**config.mk**
```make
export PLATFORM = sky130hd
export DESIGN_NAME = acs_array_pipe
export DESIGN_NICKNAME = d
export VERILOG_FILES = /design/src/rtl/acs_array_pipe.sv
export SDC_FILE = /design/constraint.sdc
export NUM_CORES = 1
export LEC_CHECK = 0
export CAP_MARGIN = 40
export CORE_MARGIN = 2
export CORE_UTILIZATION = 30
export CTS_BUF_LIST = sky130_fd_sc_hd__clkbuf_8
export DETAILED_ROUTE_END_ITERATION = 6
export GPL_ROUTABILITY_DRIVEN = 0
export GPL_TIMING_DRIVEN = 0
export PLACE_DENSITY = 0.51
export SLEW_MARGIN = 5
export SYNTH_ARGS = -nofsm -noshare
export SYNTH_HDL_FRONTEND = slang
export SYNTH_SLANG_ARGS = --single-unit
```
**constraint.sdc**
```tcl
create_clock -name clk -period 7.9 [get_ports clk]
set_clock_uncertainty 0.05 [all_clocks]
set_input_delay 1.58 -clock clk [delete_from_list [all_inputs] [get_ports clk]]
set_output_delay 1.58 -clock clk [all_outputs]
set_load 0.02 [all_outputs]
```
**src/rtl/acs_array_pipe.sv**
```systemverilog
// rtl/acs_array_pipe.sv - Viterbi add-compare-select array with saturation, normalisation and frame clear
module acs_array_pipe #(
    parameter int             K         = 3,
    parameter int             PM_W      = 7,
    parameter logic [K-1:0]   G0        = 3'b111,
    parameter logic [K-1:0]   G1        = 3'b101,
    parameter int             INIT_BIAS = 16,
    localparam int            NS        = 1 << (K - 1),
    localparam int            SW        = K - 1
) (
    input  logic                 clk,
    input  logic                 rst_n,
    input  logic                 sync_clr,
    input  logic                 in_valid,
    input  logic [1:0]           data_recv,
    output logic                 dec_valid,
    output logic [NS-1:0]        dec,
    output logic [SW-1:0]        best_state,
    output logic [PM_W-1:0]      best_metric,
    output logic                 norm_event,
    output logic [NS*PM_W-1:0]   pm_out
);

    localparam logic [PM_W-1:0] HALF = {1'b1, {(PM_W-1){1'b0}}};
    localparam logic [PM_W-1:0] BIAS = PM_W'(INIT_BIAS);

    logic [PM_W-1:0] pm     [NS];
    logic [PM_W-1:0] acs_pm [NS];
    logic [PM_W-1:0] upd_pm [NS];
    logic [NS-1:0]   acs_dec;
    logic            all_high;
    logic [SW-1:0]   upd_best_state;
    logic [PM_W-1:0] upd_best_metric;

    // Branch metric, saturating add and compare/select for every next state
    always_comb begin
        logic [SW-1:0]   ns, p0, p1;
        logic [K-1:0]    r0, r1;
        logic [1:0]      bm0, bm1;
        logic [PM_W:0]   sum0, sum1;
        logic [PM_W-1:0] cand0, cand1;
        ns       = '0;
        p0       = '0;
        p1       = '0;
        r0       = '0;
        r1       = '0;
        bm0      = '0;
        bm1      = '0;
        sum0     = '0;
        sum1     = '0;
        cand0    = '0;
        cand1    = '0;
        acs_dec  = '0;
        all_high = 1'b1;
        for (int n = 0; n < NS; n++) begin
            ns   = SW'(n);
            p0   = {ns[SW-2:0], 1'b0};
            p1   = {ns[SW-2:0], 1'b1};
            // encoder register for the branch: newest input bit on the MSB
            r0   = {ns[SW-1], p0};
            r1   = {ns[SW-1], p1};
            bm0  = {1'b0, (^(G0 & r0)) ^ data_recv[1]} + {1'b0, (^(G1 & r0)) ^ data_recv[0]};
            bm1  = {1'b0, (^(G0 & r1)) ^ data_recv[1]} + {1'b0, (^(G1 & r1)) ^ data_recv[0]};
            sum0 = {1'b0, pm[p0]} + {{(PM_W-1){1'b0}}, bm0};
            sum1 = {1'b0, pm[p1]} + {{(PM_W-1){1'b0}}, bm1};
            cand0 = sum0[PM_W] ? {PM_W{1'b1}} : sum0[PM_W-1:0];
            cand1 = sum1[PM_W] ? {PM_W{1'b1}} : sum1[PM_W-1:0];
            // ties keep the even predecessor
            if (cand1 < cand0) begin
                acs_pm[n]  = cand1;
                acs_dec[n] = 1'b1;
            end else begin
                acs_pm[n]  = cand0;
            end
            if (!acs_pm[n][PM_W-1]) begin
                all_high = 1'b0;
            end
        end
    end

    // Normalise when every metric sits in the upper half, then find the lowest-index minimum
    always_comb begin
        upd_best_state = '0;
        for (int n = 0; n < NS; n++) begin
            upd_pm[n] = all_high ? (acs_pm[n] - HALF) : acs_pm[n];
        end
        upd_best_metric = upd_pm[0];
        for (int n = 1; n < NS; n++) begin
            if (upd_pm[n] < upd_best_metric) begin
                upd_best_metric = upd_pm[n];
                upd_best_state  = SW'(n);
            end
        end
    end

    // Single register stage: metrics and the decision bundle for the traceback unit
    always_ff @(posedge clk or negedge rst_n) begin
        if (!rst_n) begin
            for (int s = 0; s < NS; s++) begin
                pm[s] <= (s == 0) ? '0 : BIAS;
            end
            dec_valid   <= 1'b0;
            dec         <= '0;
            best_state  <= '0;
            best_metric <= '0;
            norm_event  <= 1'b0;
        end else if (sync_clr) begin
            for (int s = 0; s < NS; s++) begin
                pm[s] <= (s == 0) ? '0 : BIAS;
            end
            dec_valid <= 1'b0;
        end else if (in_valid) begin
            for (int s = 0; s < NS; s++) begin
                pm[s] <= upd_pm[s];
            end
            dec_valid   <= 1'b1;
            dec         <= acs_dec;
            best_state  <= upd_best_state;
            best_metric <= upd_best_metric;
            norm_event  <= all_high;
        end else begin
            dec_valid <= 1'b0;
        end
    end

    // Flatten the metric registers onto the output bus
    always_comb begin
        pm_out = '0;
        for (int s = 0; s < NS; s++) begin
            pm_out[s*PM_W +: PM_W] = pm[s];
        end
    end

endmodule

```
==> run metrics, run 1 <==
Req. time, crit path=between 8 and 9 ns; # diodes=0; reg2reg start=pm_out[15]; Hold EP=dec[1]; Core ar.=16000 sq um; Yosys reg bits=43; DP Area=a little under 6000 sq um; CP max stage delay=~0.42 ns; Syn Std Cell Area=4950 sq um; status=finished with violations; Initial Util=30.9%; Post-synth EDFFs=0; std cell rows=46; CP max-delay cell=or3b_4; DR WL/cell=around 17 um; Reg2Reg Capture Point=best_metric[6]; worst slew pin tran=~0.85 ns; Period Utilization, post-route=113%; first-pass GRT wire length=around 27 mm; RSZ-0062 raised after global routing=true; Top FF cell, synth=dfrtp_1; ANT nets after route=0; TritonCTS Sinks=43; Hold Vio Cnt, Final=0; DRC=0; Ports=approximately 50; initial antenna violation count=0; cells on worst reg2reg path=39; chip height=about 130 um; full die area=17500 sq um; Final HPWL DP=around 13 mm; GR Overflow Total=0; Post-Syn Instances=around 630; min-delay src=dec[1]; CP Launch Type=input port; crit path kind=in -> reg; routed wire length=between 15 and 20 mm; # port buffers=47; asr flop ratio synth=100%; Clock Path Buffers=2; nets@finish=818; largest net degree at the start of global routing=25; clk_lat worst skew=0.30 ns; CP Capture Type=flop; Most common cell on crit path=ha_4; syn nets=between 600 and 700; vias in the first global route=5141; final instance area=around 7000 sq um; distinct cell type count of the synthesized netlist=a little under 70; H-tree lvl count=2; synthesized area per cell=roughly 7.8 sq um; CP Data Arrival Time=9.10 ns; die width=132 um; minimum clock period=around 9.0 ns; max-cap violations=0; Non-Filler Instances=between 900 and 1000; critical path fanouts, max=8; fin. max-slew vios=0; Vias=between 5000 and 6000; endpoints failing setup=9; hold crit path type=reg -> reg; slack of the critical path=-1.05 ns; hold path cells=2; synth warn=0; Post-Place Cells=around 900; share of layout cells above drive strength 1=around 28%; register area share after synthesis=between 20% and 30%; total negative setup slack=-8.76 ns; R2R setup slack=-0.10 ns; DRT Pass-1 Iters=4; max frequency=0.112 GHz; Root Driver=clkbuf_8; Slew headroom=a little over two fifths; synth-to-layout area growth=42.2%; Total GRT Usage=a little under a fifth; CTS tree=yes; # hold bufs at CTS=0; Via density=between 5 and 6; initial DRC count=between 200 and 300; failing checks=negative setup slack; cts bufs inserted=5; Layout Utilization=44.0%; Worst-path clk slew=about 0.090 ns
[sequential cells by signal (all words and copies together) (netlist names)]
signal       cells
best_state       2
dec_valid        1
norm_event       1
pm_out          28
best_metric      7
dec              4
[layout make-up]
class | instances | area (sq um)
Clock inverter | 3 | 37.5
Timing Repair Buffer | 115 | 1020
Fill cell | 1615 | 8960
Tap cell | 216 | 270
Inverter | 41 | 164
Multi-Input combinational cell | 524 | 4280
Clock buffer | 5 | 68.8
Buffer | 25 | 125
Sequential cell | 43 | 1080
[synth_stat cells (4+ instances only)]
library cell / instances / area [sq um]
clkbuf_1: 14 / 52.6
xor2_1: 12 / 105
nor2b_1: 9 / 56.3
a21oi_1: 53 / 265
and2_1: 4 / 25.0
nor3_1: 23 / 115
nand3_1: 10 / 50.1
inv_1: 40 / 150
a211oi_1: 7 / 52.6
buf_2: 7 / 35.0
mux2i_1: 38 / 380
a21o_1: 6 / 45.0
nand2b_1: 7 / 43.8
ha_1: 57 / 713
o21ai_1: 5 / 25.0
nand2_1: 57 / 214
xnor2_1: 15 / 131
mux2_2: 6 / 67.6
o21ai_0: 23 / 115
nand3b_1: 4 / 30.0
o31a_1: 6 / 52.6
o21a_1: 13 / 97.6
dfrtp_1: 40 / 1000
nor2_1: 97 / 364
nand4_1: 9 / 56.3
a31oi_1: 7 / 43.8
[critical path: cells and delay by family]
kind | cells | cell delay, ns
simple gates | 13 | 2.25
fa+ha+maj | 6 | 1.33
buf+inv | 7 | 0.81
compound gates | 13 | 2.20
mux | 3 | 0.85
[worst max path at each step]
| stage | startpoint | end | slack [ns] |
|---|---|---|---|
| 6_report | data_recv[1] | best_metric[6] | -1.05 |
| 3_3_place_gp | data_recv[1] | best_metric[2] | -2.51 |
| 5_1_grt | data_recv[1] | best_metric[2] | -1.39 |
| 2_1_floorplan | data_recv[1] | best_metric[6] | -0.82 |
| 4_1_cts | data_recv[0] | best_metric[6] | -0.89 |
| 3_5_place_dp | data_recv[1] | best_metric[4] | -2.54 |
[per-layer routing]
metal | wire length, um | part of all wire (%) | vias to the layer above | GRT usage (%)
li1 | - | - | 2486 | -
met1 | 7460 | 45 | 2462 | 25.0
met2 | 8330 | 50 | 122 | 33.7
met3 | 585 | 3.5 | 17 | 1.69
met4 | 207 | 1.2 | 0 | 3.64
met5 | 0 | 0 | - | 0
[layout by cell type, fill, tap and decap left out, types with 8 or more instances in the layout]
cell type / n
nand2_1: 55
ha_1: 40
clkdlybuf4s50_1: 44
xnor2_1: 14
o21ai_0: 15
nand4_1: 9
o21a_1: 12
nor3_1: 18
dfrtp_1: 40
inv_1: 36
ha_4: 12
xor2_1: 12
mux2i_1: 32
nor2_1: 93
clkbuf_1: 13
buf_4: 64
a21oi_2: 13
nand3_1: 8
a21oi_1: 34
a21oi_4: 8
buf_2: 8
[timing repair]
item                                    4_1_cts  5_1_grt
cloned                                        0        0
gates resized for setup                      86       19
endpoints found under the setup margin        9        9
hold endpoints to repair                      0        0
pin swaps                                    34        6
buffers inserted                             57       10
[cell families after synthesis]
| kind of cell | count (synthesis) | share of synthesized area (%) |
|---|---|---|
| AND/OR/NAND/NOR | 240 | 22.6 |
| AO/OA/AOI/OAI | 151 | 20.4 |
| buffers and inverters | 66 | 5.43 |
| adder cells (fa/ha/maj) | 57 | 14.4 |
| multiplexers | 49 | 10.6 |
| flip-flops | 43 | 21.8 |
| XOR/XNOR | 27 | 4.78 |
[per-stage QoR]
| step | hold slack (ns) | setup WS [ns] |
|---|---|---|
| floorplan | 0.540 | -0.821 |
| global placement | 0.425 | -2.51 |
| CTS | 0.443 | -0.892 |
| finish | 0.436 | -1.05 |
| detailed placement | 0.421 | -2.54 |
| global route | 0.469 | -1.39 |
Power of run 1 is not shown: default switching activity piles up to over one toggle a cycle in this logic, so the estimate is an artifact.
==> run 2: changes to the inputs <==
==> constraint.sdc (replaced) <==
create_clock -name clk -period 7.9 [get_ports clk]
set_clock_uncertainty 0.05 [all_clocks]
set_input_delay 1.58 -clock clk [delete_from_list [all_inputs] [get_ports clk]]
set_output_delay 1.58 -clock clk [all_outputs]
set_load 0.005 [all_outputs]
==> results of run 2 <==
No change in the layout: final DEF, timing and power equal those of run 1.
Power of run 2 is left out for the same reason.
==> run 3: changes to the inputs <==
--- a/config.mk
+++ b/config.mk
@@ -7,12 +7,12 @@
 export LEC_CHECK = 0
 export CAP_MARGIN = 40
 export CORE_MARGIN = 2
-export CORE_UTILIZATION = 30
+export CORE_UTILIZATION = 54
 export CTS_BUF_LIST = sky130_fd_sc_hd__clkbuf_8
 export DETAILED_ROUTE_END_ITERATION = 6
 export GPL_ROUTABILITY_DRIVEN = 0
 export GPL_TIMING_DRIVEN = 0
-export PLACE_DENSITY = 0.51
+export PLACE_DENSITY = 0.81
 export SLEW_MARGIN = 5
 export SYNTH_ARGS = -nofsm -noshare
 export SYNTH_HDL_FRONTEND = slang
==> run 3 against run 2 <==
Net effect: the flow still finishes with violations (negative setup slack); non-clock buffer count fell by 2; final cell count fell by 11%; register-to-register slack got worse by 0.33 ns; worst setup slack got worse by 0.34 ns; die area fell by 43%; core utilization rose by 37 points; count of clock-buffer cells in the layout did not move; wire length rose by 17%; global-route usage rose by 16 points; critical path type unchanged; critical endpoint unchanged.
==> run metrics, run 3 (synthesis gave the netlist of run 1 again) <==
CP Data Arrival Time=~9.4 ns; Initial Util=between 50% and 60%; Reg2Reg Capture Point=best_metric[6]; R2R setup slack=-0.43 ns; Final HPWL DP=11.6 mm; minimum clock period=9.29 ns; Period Utilization, post-route=118%; RSZ-0062 raised after global routing=true; Total GRT Usage=34.7%; synth-to-layout area growth=43.3%; Worst-path clk slew=~0.10 ns; routed wire length=between 15 and 20 mm; Via density=~6.7; # diodes=0; Hold Vio Cnt, Final=0; full die area=just under 10000 sq um; cts bufs inserted=5; # hold bufs at CTS=0; total negative setup slack=-11.49 ns; Clock Path Buffers=2; DR WL/cell=about 23 um; critical path fanouts, max=8; Most common cell on crit path=ha_4; ANT nets after route=0; crit path kind=in -> reg; clk_lat worst skew=~0.30 ns; fin. max-slew vios=0; chip height=approximately 100 um; std cell rows=34; vias in the first global route=around 5600; DRC=0; CP max stage delay=roughly 0.41 ns; nets@finish=~820; initial antenna violation count=0; CP Launch Type=input port; share of layout cells above drive strength 1=between 30% and 40%; FF+latch area=approximately 1100 sq um; Crit path buffers/inverters=8; endpoints failing setup=9; Ports=between 40 and 50; Multi-input gate area=between 4000 and 5000 sq um; CP max-delay cell=or3b_4; status=finished with violations; GR Overflow Total=0; max reg flops=28; first-pass GRT wire length=roughly 28 mm; Core ar.=8810 sq um; max frequency=0.108 GHz; commonest non-fill, non-tap cell in the layout=nor2_1; reg2reg start=pm_out[15]; Slew headroom=between 40% and 50%; initial DRC count=between 600 and 700; hold crit path type=reg -> reg; Root Driver=clkbuf_8; die width=approximately 100 um; most frequent cells in the layout=91 x nor2_1, 61 x buf_4, 54 x nand2_1; H-tree lvl count=2; cells on worst reg2reg path=39; Hold EP=dec[2]; slack of the critical path=-1.39 ns; Vias=5792; Req. time, crit path=~8 ns; worst slew pin tran=0.868 ns; failing checks=negative setup slack; DRT Pass-1 Iters=5; fillers=roughly 500; Top delay family on crit path=simple AND/OR/NAND/NOR gates; hold path cells=2; CP Capture Type=flop; largest net degree at the start of global routing=30; TritonCTS Sinks=between 40 and 50; # port buffers=between 40 and 50; CTS tree=yes; min-delay src=dec[2]; max-cap violations=0
## run 3: cell type report
class	count	share of cell area, %
multi-input cells	524	62.8
flip-flops and latches	43	15.2
repair buffers	113	14.2
inverters	41	2.38
plain buffers	25	1.92
well taps	108	1.91
clock buffers	5	0.970
clock inverters	3	0.618
## run 3: worst max-delay path by stage
stage                           to  cells past startpoint          from
finish              best_metric[6]                     42  data_recv[0]
global route        best_metric[6]                     45  data_recv[0]
CTS                 best_metric[3]                     39  data_recv[0]
detailed placement  best_metric[4]                     37  data_recv[0]
global placement    best_metric[2]                     37  data_recv[1]
floorplan           best_metric[6]                     37  data_recv[1]
## run 3: timing repair
item                       4_1_cts  5_1_grt
gates resized for setup         83       51
setup buffers                   47       18
setup endpoints to repair        9        9
gates cloned                     1        0
pin swaps                       30       24
## run 3: per-stage QoR
stage	hold slack (ns)	worst slack (ns)	util (%)	instances	area [sq um]
after floorplan	0.420	-0.821	-	633	5210
after global placement	0.412	-2.30	66.0	788	5810
after detailed placement	0.414	-2.55	66.2	789	5830
after CTS	0.436	-0.797	75.7	845	6670
after global routing	0.473	-1.57	80.5	862	7090
final	0.444	-1.39	80.5	862	7090
## run 3: metal layers
metal  vias up  routed length (um)  global-route usage [%]
met5         -                   0                       0
met1      2728                7130                    42.2
met2       433                9100                    59.9
met3       152                1680                    3.87
li1       2479                   -                       -
met4         0                1550                    19.1
## run 3: worst reg2reg max path, delay by kind of cell, from the launching register on
family	cells	cell delay, ns
AO/OA/AOI/OAI	13	2.17
XOR/XNOR	1	0.28
adder cells (fa/ha/maj)	5	1.15
buffers and inverters	6	1.25
flip-flops	1	0.36
multiplexers	3	0.84
AND/OR/NAND/NOR	11	2.12
Power of run 3 is left out for the same reason.
